--- config.mk ---
export PLATFORM = sky130hd
export DESIGN_NAME = lsu_data_port
export DESIGN_NICKNAME = d
export VERILOG_FILES = /design/src/rtl/lsu_data_port.sv
export SDC_FILE = /design/constraint.sdc
export NUM_CORES = 1
export LEC_CHECK = 0
export ABC_CLOCK_PERIOD_IN_PS = 1600
export CORE_UTILIZATION = 24
export CTS_CLUSTER_DIAMETER = 60
export DETAILED_ROUTE_END_ITERATION = 12
export GPL_TIMING_DRIVEN = 0
export PLACE_DENSITY_LB_ADDON = 0.05
export SLEW_MARGIN = 30
export SYNTH_ARGS = -nofsm -noshare
export SYNTH_HDL_FRONTEND = slang
export SYNTH_SLANG_ARGS = --single-unit
--- constraint.sdc ---
create_clock -name i_clk -period 1.6 [get_ports i_clk]
set_input_delay 0.32 -clock i_clk [delete_from_list [all_inputs] [get_ports i_clk]]
set_output_delay 0.32 -clock i_clk [all_outputs]
set_load 0.1 [all_outputs]
--- src/rtl/lsu_data_port.sv ---
// rtl/lsu_data_port.sv - load/store unit data port: req/ack memory issue, stall, load alignment
module lsu_data_port #(
  parameter int AW = 32
) (
  input  logic          i_clk,
  input  logic          i_rst_n,
  input  logic          i_req_valid,
  input  logic          i_req_we,
  input  logic [1:0]    i_req_size,
  input  logic          i_req_unsigned,
  input  logic [AW-1:0] i_req_addr,
  input  logic [31:0]   i_req_wdata,
  output logic          o_stall,
  output logic          o_rsp_valid,
  output logic [31:0]   o_rsp_rdata,
  output logic          o_misaligned,
  output logic          o_mem_req,
  output logic          o_mem_we,
  output logic [AW-1:0] o_mem_addr,
  output logic [31:0]   o_mem_wdata,
  output logic [3:0]    o_mem_wstrb,
  input  logic          i_mem_ack,
  input  logic [31:0]   i_mem_rdata
);

  typedef enum logic [1:0] {
    S_IDLE = 2'd0,
    S_BUSY = 2'd1,
    S_DONE = 2'd2
  } state_t;

  state_t        r_state;
  state_t        w_state_nxt;

  // Registered memory-side request
  logic          r_mem_req;
  logic          r_mem_we;
  logic [AW-1:0] r_mem_addr;
  logic [31:0]   r_mem_wdata;
  logic [3:0]    r_mem_wstrb;

  // Request attributes needed to shape the load response
  logic          r_is_load;
  logic [1:0]    r_size;
  logic          r_unsigned;
  logic [1:0]    r_lane;
  logic [31:0]   r_rsp_rdata;

  logic          w_size_byte;
  logic          w_size_half;
  logic          w_size_word;
  logic          w_addr_misaligned;
  logic          w_accept;
  logic          w_ack_busy;
  logic [3:0]    w_wstrb;
  logic [31:0]   w_wdata;
  logic [7:0]    w_load_byte;
  logic [15:0]   w_load_half;
  logic [31:0]   w_load_data;

  // Size 2'b11 behaves as a word access
  assign w_size_byte = (i_req_size == 2'b00);
  assign w_size_half = (i_req_size == 2'b01);
  assign w_size_word = i_req_size[1];

  assign w_addr_misaligned = (w_size_half & i_req_addr[0]) |
                             (w_size_word & (|i_req_addr[1:0]));

  // A request is only taken from IDLE; DONE keeps the still-held request from being reissued
  assign w_accept   = (r_state == S_IDLE) & i_req_valid & ~w_addr_misaligned;
  assign w_ack_busy = (r_state == S_BUSY) & i_mem_ack;

  // Store lane strobes and lane-replicated store data
  always_comb begin
    w_wstrb = 4'b0000;
    w_wdata = 32'h0;
    if (i_req_we) begin
      if (w_size_byte) begin
        w_wstrb = 4'b0001 << i_req_addr[1:0];
        w_wdata = {4{i_req_wdata[7:0]}};
      end else if (w_size_half) begin
        w_wstrb = i_req_addr[1] ? 4'b1100 : 4'b0011;
        w_wdata = {2{i_req_wdata[15:0]}};
      end else begin
        w_wstrb = 4'b1111;
        w_wdata = i_req_wdata;
      end
    end
  end

  // Select the addressed lane of the returned word and extend it
  always_comb begin
    w_load_byte = 8'h0;
    w_load_half = 16'h0;
    w_load_data = i_mem_rdata;
    case (r_lane)
      2'd0:    w_load_byte = i_mem_rdata[7:0];
      2'd1:    w_load_byte = i_mem_rdata[15:8];
      2'd2:    w_load_byte = i_mem_rdata[23:16];
      default: w_load_byte = i_mem_rdata[31:24];
    endcase
    w_load_half = r_lane[1] ? i_mem_rdata[31:16] : i_mem_rdata[15:0];
    case (r_size)
      2'b00:   w_load_data = {{24{~r_unsigned & w_load_byte[7]}}, w_load_byte};
      2'b01:   w_load_data = {{16{~r_unsigned & w_load_half[15]}}, w_load_half};
      default: w_load_data = i_mem_rdata;
    endcase
  end

  // FSM state register
  always_ff @(posedge i_clk or negedge i_rst_n) begin
    if (!i_rst_n) begin
      r_state <= S_IDLE;
    end else begin
      r_state <= w_state_nxt;
    end
  end

  // FSM next-state logic
  always_comb begin
    w_state_nxt = r_state;
    case (r_state)
      S_IDLE:  if (w_accept) w_state_nxt = S_BUSY;
      S_BUSY:  if (i_mem_ack) w_state_nxt = S_DONE;
      S_DONE:  w_state_nxt = S_IDLE;
      default: w_state_nxt = S_IDLE;
    endcase
  end

  // FSM outputs; reset forces stall and the misaligned flag low even while a request is presented
  always_comb begin
    o_stall      = 1'b0;
    o_misaligned = 1'b0;
    o_rsp_valid  = 1'b0;
    case (r_state)
      S_IDLE: begin
        o_stall      = i_rst_n & w_accept;
        o_misaligned = i_rst_n & i_req_valid & w_addr_misaligned;
      end
      S_BUSY:  o_stall = 1'b1;
      S_DONE:  o_rsp_valid = r_is_load;
      default: o_stall = 1'b0;
    endcase
  end

  // Memory request registers: loaded on accept, cleared on the acknowledging edge
  always_ff @(posedge i_clk or negedge i_rst_n) begin
    if (!i_rst_n) begin
      r_mem_req   <= 1'b0;
      r_mem_we    <= 1'b0;
      r_mem_addr  <= '0;
      r_mem_wdata <= 32'h0;
      r_mem_wstrb <= 4'b0000;
    end else if (w_accept) begin
      r_mem_req   <= 1'b1;
      r_mem_we    <= i_req_we;
      r_mem_addr  <= {i_req_addr[AW-1:2], 2'b00};
      r_mem_wdata <= w_wdata;
      r_mem_wstrb <= w_wstrb;
    end else if (w_ack_busy) begin
      r_mem_req   <= 1'b0;
      r_mem_we    <= 1'b0;
      r_mem_addr  <= '0;
      r_mem_wdata <= 32'h0;
      r_mem_wstrb <= 4'b0000;
    end
  end

  // Capture the attributes the response path needs when the request is taken
  always_ff @(posedge i_clk or negedge i_rst_n) begin
    if (!i_rst_n) begin
      r_is_load  <= 1'b0;
      r_size     <= 2'b00;
      r_unsigned <= 1'b0;
      r_lane     <= 2'b00;
    end else if (w_accept) begin
      r_is_load  <= ~i_req_we;
      r_size     <= i_req_size;
      r_unsigned <= i_req_unsigned;
      r_lane     <= i_req_addr[1:0];
    end
  end

  // Load data register: updated only on a load acknowledge, otherwise holds
  always_ff @(posedge i_clk or negedge i_rst_n) begin
    if (!i_rst_n) begin
      r_rsp_rdata <= 32'h0;
    end else if (w_ack_busy && r_is_load) begin
      r_rsp_rdata <= w_load_data;
    end
  end

  assign o_mem_req   = r_mem_req;
  assign o_mem_we    = r_mem_we;
  assign o_mem_addr  = r_mem_addr;
  assign o_mem_wdata = r_mem_wdata;
  assign o_mem_wstrb = r_mem_wstrb;
  assign o_rsp_rdata = r_rsp_rdata;

endmodule

; Word-level counts from Yosys, hierarchy flattened
; Cells that the tools add are included.
[totals]
output_inout_bits = 105
mem_count = 0
register_bits = 110
wordCells = 66
latch_bits = 0
input_bits = 104
mem_bits_ro = 0
ramBits = 0
[op_classes]
bitwise = 14
magnitude_cmp = 0
add_sub_neg = 0
div = 0
reduce_logical = 8
mux = 24
shift = 1
n_eq_ne = 8
n_mul = 0
[ops]
columns = op, n
row1 = 32-bit 2-to-1 mux, 6
row2 = 32-bit case mux with 2 select lines, 1
row3 = 4-bit 2-to-1 mux, 6
row4 = 8-bit case mux with 3 select lines, 1
row5 = 16-bit 2-to-1 mux, 1
row6 = 1-bit AND, 10
row7 = "2-bit by 1-bit equality test with 1-bit output, second input constant", 4
row8 = 2-bit zero test, 4
row9 = 1-bit 2-to-1 mux, 5
row10 = "2-bit equality test, second input constant", 2
row11 = 2-bit 2-to-1 mux, 2
row12 = "2-bit != test, second input constant", 2
row13 = 2-bit case mux with 2 select lines, 1
row14 = "1-bit by 2-bit << shifter with 4-bit output, first input constant", 1
row15 = 1-bit NOT, 3
row16 = 1-bit case mux with 2 select lines, 1
row17 = 2-bit AND reduction, 1
row18 = 2-bit nonzero test, 1
row19 = 2-bit OR reduction, 1
row20 = 1-bit logical AND, 1
row21 = 1-bit OR, 1

; Logic depth before layout (Yosys ltp)
; Gate-level depths: netlist (run 1).
[logic_depth]
word_depth = 7
mapped_depth = 6
ltp_nobuf = 4

; Worst setup path after synthesis (run 1)
; Ideal clock, no wire load.
[synth_timing]
path_type = flip-flop to output port
start = register r_state[0]
end = output o_rsp_valid
stages_incl_launch_ff = 2
arrival_time_ns = 2.653
path_slack_ns = -1.373
path_cell_list = dfrtp_1 -> nor3b_1
[synth_via]
elab_chain_cells = 2
[synth_rtl]
columns = element, line
row1 = from (decl), 32  ; state_t r_state;
row2 = from (signal assigned), 115  ; r_state <= w_state_nxt;
row3 = 2-bit equality test, 135  ; case (r_state)
row4 = 1-bit 2-to-1 mux, 135
row5 = to (decl), 14  ; output logic o_rsp_valid,
; Every way passes these cells.

; Final worst setup path (run 1)
[layout_timing]
start = register r_lane[1]
end = register r_rsp_rdata[30] (netlist: o_rsp_rdata[30])
[layout_via]
elab_chain_cells = 4
[layout_rtl]
columns = element, line
row1 = from (decl), 46  ; logic [1:0] r_lane;
row2 = from (signal assigned), 180  ; r_lane <= i_req_addr[1:0];
row3 = "2-bit equality test, or another cell as far along", 96  ; case (r_lane)
row4 = 8-bit case mux with 3 select lines, 96
row5 = 1-bit AND, 104  ; 2'b00: w_load_data = {{24{~r_unsigned & w_load_byte[7]}}, w_load_byte};
row6 = 32-bit case mux with 2 select lines *, 103  ; case (r_size)
row7 = to (signal assigned), 189  ; r_rsp_rdata <= w_load_data;
row8 = to (decl), 47  ; logic [31:0] r_rsp_rdata;
; Every way passes the cells marked *; elsewhere a longest branch is shown, timed or not.
; A chain may end at the register's enable or synchronous reset.

==> impl_metrics.yaml, run 1 <==
setup_path:
  reg2reg_depth: 6
  worstSetupEndpoint: "o_rsp_rdata[30]"
  crit_path_end_kind: "register"
  startpoint: "r_lane[1]"
  cp_num_cells: 6
  critical_path.max_fanout: 7
  worstSetupStartpointType: "register"
  cp_data_arrival_time_ns: 1.94
  timing.critical_path.max_delay_family: "multiplexers"
  crit_slowest_cell: "sky130_fd_sc_hd__mux4_2"
  worstPathRequired_ns: 1.83
  path_buf_inv: 2
  critical_path.cell_chain: "mux4_2 > nor2b_4 > nor3_4 > buf_12 > buf_8 > o21ai_2"
  critPathKind: "reg -> reg"
  critical_path.reg2reg.startpoint: "r_lane[1]"
  critical-path-max-stage-delay_ns: 0.50
  crit-reg2reg-capture: "o_rsp_rdata[30]"
  ff2ff_setup_slack_ns: -0.11
synth:
  synth_enable_flop_cells: 0
  synth.ff_latch_count: 108
  netlist_top_cells_area: "sky130_fd_sc_hd__dfrtp_1 (53%), sky130_fd_sc_hd__nand2_1 (6.9%), sky130_fd_sc_hd__mux2i_1 (5.1%)"
  top_ff_cell_synth: "sky130_fd_sc_hd__dfrtp_1"
  synth.yosys.seq_area_share: 0.5322
  synthCells: 507
  synth.cell_area_sq_um: 5079
  synth.largest_area_cell: "sky130_fd_sc_hd__dfrtp_1"
  avg_cell_area_syn_sq_um: 10.02
  synthArstFlopShare: 1.000
  yosys_warnings: 0
  synth_largest_type_area_fraction: 0.5322
  number_of_distinct_library_cell_variants_in_the_gate_level_netlist_after_synthesis: 42
timing:
  timing.max_slew.rel_slack: 0.5971
  fmax_mhz: 584.8
  post_route_clock_skew_ns: 0.005184
  timing.final.setup_violations: 74
  timing.final.ws_setup_ns: -0.1100
  hold_violations: 61
  final.min_clock_period_ns: 1.710
  worst_pin_slew_ns: 0.6037
  holdWs_ns: -0.1392
  period_utilisation_layout: 1.069
  final-max-slew-violation-count: 0
  setup_repair_after_global_routing_missed_its_margin: "true"
grt:
  grt_antenna_before_repair: 2
  gr-usage-all-layers: 0.1683
  vias_in_the_first_global_route: 4868
  grt_start_max_net_pins: 64
  global_route.overflow_total: 0
  grt_use_met1: 0.2163
  gr-usage-met2: 0.2710
  grt_first_pass_wirelength_microns: 28020
  grtUsageMet3: 0.05895
  busiest_layer: "met2"
status:
  violations_in_the_final_reports: "hold timing, setup timing"
  outcome: "finished, violations left"
power:
  power_per_cell_area_nw_per_um2: 1997
  seq_power_share: 0.247
  power.ir.vdd_worst_mv: 0.8002
  switch_pwr_mw: 9.379
  power.switching_fraction: 0.5583
  combPwrFrac: 0.587
  fin_total_pwr_mw: 16.80
  clock_power_share: 0.167
  cell_internal_pwr_mw: 7.420
  power.static_leakage_nw: 3.926
floorplanning:
  top_level_ports: 209
  initial_utilization: 0.2478
  dieWidth_microns: 147.5
  die-height_microns: 147.5
  floorplan_die_area_sq_um: 21750
  placeableCoreArea_sq_um: 20490
  placement_rows: 52
clock_tree:
  tritoncts: "yes"
  cts.htree.levels: 3
  cts_inserted_buffers: 9
  cts.path.max_buffers: 2
  cts_num_sinks: 108
  clk-insertion-delay-late_ns: 0.35
  cts-root-buf: "sky130_fd_sc_hd__clkbuf_16"
  clk_transition_reported_paths_ns: 0.07
place:
  post-dp-hpwl_microns: 13340
  place.port_buffers: 206
  gp_congestion: 0.8180
worst_hold_path:
  hp-class: "in -> async"
drt:
  wl_per_cell_microns: 18.20
  dr.pass1.iters: 4
  ant_nets: 0
  drt_first_iter_violations: 170
  routed_wl_microns: 18710
  post_drt_via_cell_ratio: 4.726
  routed-via-count: 4858
  drcViolationCount: 0
final_layout:
  mostFrequentLayoutCells: "sky130_fd_sc_hd__dfrtp_1 (106), sky130_fd_sc_hd__buf_2 (99), sky130_fd_sc_hd__clkdlybuf4s50_1 (94), sky130_fd_sc_hd__nand2_1 (71)"
  area_delta_synth_final_pct: 65.63
  design.final.nets: 857
  filler_cell_count: 2055
  most_common_cell_after_layout_fill_and_taps_aside: "sky130_fd_sc_hd__dfrtp_1"
  layout-drive-gt1-share: 0.3686
job:
  cap_viol_max_count: 0
[worst register-to-register path, delay by kind of cell (launching register included)]
kind,cells,cell delay [ns]
AND/OR/NAND/NOR,2,0.38
multiplexers,1,0.50
buffers and inverters,2,0.29
AO/OA/AOI/OAI,1,0.05
flip-flops,1,0.37
[area by class of cell]
cell class                 count  area (sq um)  share of cell area
timing repair buffer         237          2057              0.2445
antenna                        1         2.502           0.0002975
clock buffer                  11         252.7             0.03005
buffer                        36         285.3             0.03391
multi-input combinational    355          2629              0.3125
clock inverter                 4         120.1             0.01428
tap                          270         337.8             0.04016
inverter                       6         22.52            0.002677
sequential                   108          2705              0.3216
[routing by layer]
layer  vias up  routed length [microns]  part of all wire
met5         -                       13           0.00069
met4         2                      209             0.011
met3        13                     1364             0.073
met2       155                     8946              0.48
met1      2366                     8178              0.44
li1       2322                        -                 -
[cells by family (layout without fill, tap and decap cells)]
logic type      Yosys count  after routing  synth area share
mux                      27             27           0.05568
other cells               1              3         0.0007384
flops                   108            108            0.5322
simple gates            167            167            0.1515
buf+inv                  45            294           0.04040
compound gates          159            159            0.2195
[synthesized netlist by cell type, types with 8 or more instances]
| library cell | instances |
|---|---|
| sky130_fd_sc_hd__a21o_1 | 8 |
| sky130_fd_sc_hd__a21oi_1 | 39 |
| sky130_fd_sc_hd__a22o_1 | 17 |
| sky130_fd_sc_hd__buf_2 | 14 |
| sky130_fd_sc_hd__clkbuf_1 | 19 |
| sky130_fd_sc_hd__dfrtp_1 | 108 |
| sky130_fd_sc_hd__mux2i_1 | 26 |
| sky130_fd_sc_hd__nand2_1 | 93 |
| sky130_fd_sc_hd__nand3_1 | 31 |
| sky130_fd_sc_hd__nor2_1 | 17 |
| sky130_fd_sc_hd__nor2b_1 | 8 |
| sky130_fd_sc_hd__o211ai_1 | 16 |
| sky130_fd_sc_hd__o21ai_0 | 19 |
| sky130_fd_sc_hd__o21ai_2 | 10 |
| sky130_fd_sc_hd__o2bb2ai_1 | 26 |
[through the flow]
stage / setup TNS, ns / instances / worst slack [ns] / cell area, sq um / util
4_1_cts: -0.9993 / 1012 / -0.1186 / 8015 / 0.3911
2_1_floorplan: -0.1902 / 508 / -0.02639 / 5109 / -
5_1_grt: -7.934 / 1028 / -0.1524 / 8412 / 0.4104
6_report: -2.826 / 1028 / -0.1100 / 8412 / 0.4104
3_5_place_dp: -88.22 / 985 / -1.410 / 7536 / 0.3677
3_3_place_gp: -574.16 / 984 / -5.538 / 7508 / 0.3664
[worst min-delay path by stage]
stage / from / to / slack, ns / depth (start not counted)
3_5_place_dp: i_rst_n / o_rsp_rdata[16] / 0.30 / 1
6_report: i_rst_n / o_rsp_rdata[16] / -0.14 / 1
5_1_grt: i_rst_n / o_rsp_rdata[27] / -0.13 / 1
2_1_floorplan: i_rst_n / o_mem_addr[10] / 0.02 / 0
4_1_cts: i_rst_n / o_rsp_rdata[16] / -0.14 / 1
3_3_place_gp: o_rsp_rdata[5] / o_rsp_rdata[5] / 0.46 / 2
[sequential cells by signal (all words and copies together), names as in the netlist, 2 cells and up]
register,flops
o_mem_addr,30
o_mem_wdata,32
o_mem_wstrb,4
o_rsp_rdata,32
r_lane,2
r_size,2
r_state,2
[power groups by stage]
stage          Combinational (mW)  Sequential, mW  Clock [mW]
3_3_place_gp                 9.91            4.14           0
6_report                     9.85            4.15        2.80
4_1_cts                      9.69            4.14        2.90
5_1_grt                      10.2            4.28        3.00
3_5_place_dp                 9.94            4.16           0
2_1_floorplan                1.71            9.75           0
[what timing repair did]
action / 4_1_cts / 5_1_grt
gates resized for setup: 516 / 183
endpoints found under the setup margin: 208 / 155
gates cloned: 2 / 6
pin swaps: 6 / 46
setup buffers: 11 / 11
hold endpoints to repair: 61 / 61
Power figures use the tool's default switching activity.
==> inputs of run 2 (changes only) <==
ABC_CLOCK_PERIOD_IN_PS = default   (was 1600)
CORE_UTILIZATION = 39   (was 24)
==> run 2 against run 1 <==
Net effect:
- the run still ends with hold timing, setup timing left
- sequential share of layout area increased by 2.7 points
- core utilization is 20 points higher
- cell area is 7.8% lower
- final cell count is 11% lower
- combinational power fell by 3.2%
- largest power group unchanged
==> impl_metrics.yaml, run 2 (synthesized netlist as in run 1, its figures left out) <==
final_layout:
  postLayoutCoreUtil: 0.6119
  layout-drive-gt1-share: 0.2732
  most_common_cell_after_layout_fill_and_taps_aside: "sky130_fd_sc_hd__dfrtp_1"
  design.final.nets: 842
  filler_cell_count: 1138
  area_delta_synth_final_pct: 52.67
  final_cell_area_sq_um: 7754
  mostFrequentLayoutCells: "sky130_fd_sc_hd__dfrtp_1 (106), sky130_fd_sc_hd__clkdlybuf4s50_1 (95), sky130_fd_sc_hd__nand2_1 (93), sky130_fd_sc_hd__buf_2 (72), sky130_fd_sc_hd__a21oi_1 (37)"
grt:
  grt_start_max_net_pins: 46
  gr-usage-all-layers: 0.2401
  grt_antenna_before_repair: 1
  global_route.overflow_total: 0
  vias_in_the_first_global_route: 4655
  grt_first_pass_wirelength_microns: 24460
setup_path:
  crit_path_end_kind: "primary output"
  reg2reg_depth: 6
  critical_path.max_fanout: 5
  worstSetupStartpointType: "register"
  worstPathRequired_ns: 1.28
  cp_data_arrival_time_ns: 1.39
  critical_path.reg2reg.startpoint: "r_lane[1]"
  crit-reg2reg-capture: "o_rsp_rdata[25]"
  ff2ff_setup_slack_ns: -0.07
  critPathKind: "reg -> out"
power:
  clock_power_share: 0.150
  cell_internal_pwr_mw: 6.904
  power_per_cell_area_nw_per_um2: 2070
  power.ir.vdd_worst_mv: 0.8688
  power.switching_fraction: 0.5699
  combPwrFrac: 0.594
  switch_pwr_mw: 9.149
  power.static_leakage_nw: 3.631
  seq_power_share: 0.256
drt:
  wl_per_cell_microns: 17.58
  routed-via-count: 4803
  routed_wl_microns: 16100
  drt_first_iter_violations: 284
  post_drt_via_cell_ratio: 5.243
  dr.pass1.iters: 4
  drcViolationCount: 0
  ant_nets: 0
clock_tree:
  cts.path.max_buffers: 2
  cts_inserted_buffers: 9
  cts.htree.levels: 3
  tritoncts: "yes"
  clk-insertion-delay-late_ns: 0.35
  cts_num_sinks: 108
  cts-root-buf: "sky130_fd_sc_hd__clkbuf_16"
  clk_transition_reported_paths_ns: 0.07
floorplanning:
  floorplan_die_area_sq_um: 13480
  initial_utilization: 0.4008
  top_level_ports: 209
  placement_rows: 41
  dieWidth_microns: 116.1
  placeableCoreArea_sq_um: 12670
  die-height_microns: 116.1
status:
  outcome: "finished, violations left"
  violations_in_the_final_reports: "hold timing, setup timing"
place:
  gp_congestion: 0.8791
  post-dp-hpwl_microns: 11670
  dpl_cell_area_sq_um: 7418
  pre_cts_slack_ns: -1.415
  place.port_buffers: 206
timing:
  final-max-slew-violation-count: 0
  worst_pin_slew_ns: 0.9539
  setup_repair_after_global_routing_missed_its_margin: "true"
  timing.max_slew.rel_slack: 0.3617
  fmax_mhz: 586.4
  timing.final.setup_violations: 22
  post_route_clock_skew_ns: 0.005903
  final.min_clock_period_ns: 1.705
  timing.final.ws_setup_ns: -0.1054
  period_utilisation_layout: 1.066
  holdWs_ns: -0.1834
  hold_violations: 43
worst_hold_path:
  hp-class: "in -> async"
job:
  cap_viol_max_count: 0
-- run 2: how the worst max path moves through the flow --
stage | start | to | slack [ns] | cells after the start
6_report | r_state[1] | o_misaligned | -0.11 | 4
5_1_grt | r_state[1] | o_misaligned | -0.16 | 4
4_1_cts | i_req_addr[1] | o_stall | -0.13 | 6
3_5_place_dp | i_req_addr[0] | o_stall | -1.42 | 6
3_3_place_gp | i_rst_n | o_stall | -5.19 | 4
2_1_floorplan | r_state[0] | o_rsp_valid | -0.03 | 1
-- run 2: layout make-up --
cell class	instances	area, sq um	area share
Buffer	36	220.2	0.02840
Sequential cell	108	2705	0.3489
Tap cell	172	215.2	0.02776
Multi-Input combinational cell	355	2318	0.2990
Clock inverter	6	88.84	0.01146
Inverter	6	22.52	0.002905
Antenna cell	1	2.502	0.0003227
Timing Repair Buffer	222	1952	0.2517
Clock buffer	10	229.0	0.02953
-- run 2: metrics by stage --
stage	cells	setup TNS, ns	power, mW
after floorplan	508	-0.1902	11.46
after global placement	886	-521.89	13.91
after detailed placement	887	-82.85	14.01
after CTS	915	-0.6863	16.27
after global routing	916	-3.318	16.65
final	916	-1.108	16.05
-- run 2: critical path, stage by stage (launching register included) --
cell and delay [ns]:
sky130_fd_sc_hd__dfrtp_2 0.45, sky130_fd_sc_hd__nor2_4 0.14, sky130_fd_sc_hd__nand3_2 0.11, sky130_fd_sc_hd__nor2_4 0.15, sky130_fd_sc_hd__buf_12 0.18
-- run 2: power by group through the flow --
stage	combinational [mW]	sequential, mW	clock (mW)
2_1_floorplan	1.71	9.75	0
3_3_place_gp	9.80	4.11	0
3_5_place_dp	9.87	4.14	0
4_1_cts	9.70	4.13	2.44
5_1_grt	9.89	4.22	2.54
6_report	9.53	4.12	2.40
-- run 2: metal layers --
metal | global-route usage | wire length [microns] | up-vias
li1 | - | - | 2285
met3 | 0.06279 | 1154 | 14
met1 | 0.3097 | 6802 | 2345
met4 | 0.08376 | 253 | 0
met5 | 0 | 0 | -
met2 | 0.3917 | 7892 | 159
-- run 2: repair_timing --
action	4_1_cts	5_1_grt
hold endpoints to repair	43	43
pin swaps	8	3
cloned	2	0
resized for setup	448	112
setup buffers	11	2
setup endpoints to repair	208	145
==> inputs of run 3 (changes only) <==
CORE_MARGIN = 4   (was default)
==> run 3 against run 2 <==
Net effect:
- the flow still finishes with violations (hold timing, setup timing)
- worst setup slack better by 0.021 ns
- largest cell class unchanged
- routed wire length is 1.0% higher
- sequential share of layout area is 0.19 points higher
- clock-buffer cell count is 1 higher
==> impl_metrics.yaml, run 3 (synthesized netlist as in run 1, its figures left out) <==
place:
  dpl_cell_area_sq_um: 7418
  pre_cts_slack_ns: -1.376
  place.port_buffers: 206
  post-dp-hpwl_microns: 12130
  gp_congestion: 0.8651
status:
  violations_in_the_final_reports: "hold timing, setup timing"
  outcome: "finished, violations left"
timing:
  post_route_clock_skew_ns: 0.006910
  final.min_clock_period_ns: 1.685
  timing.max_slew.rel_slack: 0.3969
  timing.final.ws_setup_ns: -0.08457
  hold_violations: 38
  tns_ns: -0.9817
  holdWs_ns: -0.04811
  fmax_mhz: 593.6
  timing.final.setup_violations: 17
  final-max-slew-violation-count: 0
  worst_pin_slew_ns: 0.9013
  setup_repair_after_global_routing_missed_its_margin: "true"
  period_utilisation_layout: 1.053
floorplanning:
  top_level_ports: 209
  die-height_microns: 122.1
  floorplan_die_area_sq_um: 14910
  dieWidth_microns: 122.1
  placeableCoreArea_sq_um: 12670
  initial_utilization: 0.4008
  placement_rows: 41
grt:
  grt_start_max_net_pins: 41
  global_route.overflow_total: 0
  gr-usage-all-layers: 0.2202
  grt_antenna_before_repair: 2
  vias_in_the_first_global_route: 4954
  grt_first_pass_wirelength_microns: 25640
clock_tree:
  clk_transition_reported_paths_ns: 0.07
  tritoncts: "yes"
  cts.htree.levels: 3
  cts_hold_buf: 2
  cts.path.max_buffers: 2
  cts_num_sinks: 108
  cts-root-buf: "sky130_fd_sc_hd__clkbuf_16"
  cts_inserted_buffers: 9
  clk-insertion-delay-late_ns: 0.34
final_layout:
  area_delta_synth_final_pct: 51.84
  most_common_cell_after_layout_fill_and_taps_aside: "sky130_fd_sc_hd__dfrtp_1"
  mostFrequentLayoutCells: "sky130_fd_sc_hd__dfrtp_1 (106), sky130_fd_sc_hd__clkdlybuf4s50_1 (96), sky130_fd_sc_hd__nand2_1 (93), sky130_fd_sc_hd__buf_2 (84), sky130_fd_sc_hd__a21oi_1 (32)"
  final_cell_area_sq_um: 7711
  layout-drive-gt1-share: 0.2796
  design.final.nets: 844
setup_path:
  critical_path.cell_chain: "nor2_4 > nand3_2 > nor2_4 > buf_12"
  cp_data_arrival_time_ns: 1.36
  critPathKind: "reg -> out"
  worstPathRequired_ns: 1.28
  critical-path-max-stage-delay_ns: 0.47
  crit_path_end_kind: "primary output"
  crit_path_frequent_cell: "sky130_fd_sc_hd__nor2_4"
  crit_slowest_cell: "sky130_fd_sc_hd__dfrtp_2"
  critical_path.max_fanout: 6
  worstSetupStartpointType: "register"
power:
  fin_total_pwr_mw: 15.86
  power_per_cell_area_nw_per_um2: 2056
  power.ir.vdd_worst_mv: 0.9167
  power.static_leakage_nw: 3.640
worst_hold_path:
  hp-class: "in -> async"
drt:
  post_drt_via_cell_ratio: 5.281
  routed_wl_microns: 16270
  ant_nets: 0
  dr.pass1.iters: 4
  drcViolationCount: 0
  wl_per_cell_microns: 17.74
  drt_first_iter_violations: 212
  routed-via-count: 4843
job:
  cap_viol_max_count: 0
[run 3: what timing repair did]
action	CTS	global route
endpoints found under the setup margin	208	145
gates resized for setup	459	123
pin swaps	5	7
cloned	2	0
hold endpoints to repair	31	38
setup buffers	9	1
[run 3: layer usage]
metal | vias to the layer above | part of all wire | global-route usage
met4 | 2 | 0.026 | 0.08817
met2 | 176 | 0.47 | 0.3501
met1 | 2340 | 0.41 | 0.2757
li1 | 2294 | - | -
met3 | 31 | 0.090 | 0.07660
met5 | - | 0.00074 | 0
[run 3: cell type report]
type	count	area [sq um]
buffer	39	244.0
timing repair buffer	221	1909
multi-input combinational	355	2328
antenna	1	2.502
tap	172	215.2
clock inverter	4	51.30
clock buffer	11	232.7
fill	1149	4960
inverter	6	22.52
sequential	108	2705
[run 3: path summary, 6_finish.rpt]
check | startpoint | end | slack (ns) | cells past startpoint
max reg2reg | r_lane[1] | o_rsp_rdata[25] | -0.08 | 6
min in group i_clk | i_req_addr[0] | r_lane[0] | 0.25 | 3
max in group asynchronous | i_rst_n | r_state[1] | 1.32 | 2
min reg2reg | o_rsp_rdata[5] | o_rsp_rdata[5] | 0.48 | 2
min | i_rst_n | o_mem_wdata[12] | -0.05 | 2
max | r_state[0] | o_misaligned | -0.08 | 4
[run 3: critical path, delay by kind of cell (launching register included)]
family | cells | cell delay (ns)
DFF | 1 | 0.47
buffers and inverters | 1 | 0.18
and+or+nand+nor | 3 | 0.37
[run 3: metrics by stage]
stage          cells    util
2_1_floorplan    508       -
6_report         917  0.6086
3_3_place_gp     886  0.5829
5_1_grt          917  0.6086
4_1_cts          915  0.6236
3_5_place_dp     887  0.5855
[run 3: power by group]
| group | internal, mW | switching, mW |
|---|---|---|
| registers | 3.56 | 0.539 |
| logic | 1.95 | 7.62 |
| clock network | 1.21 | 0.977 |
| total | 6.72 | 9.14 |
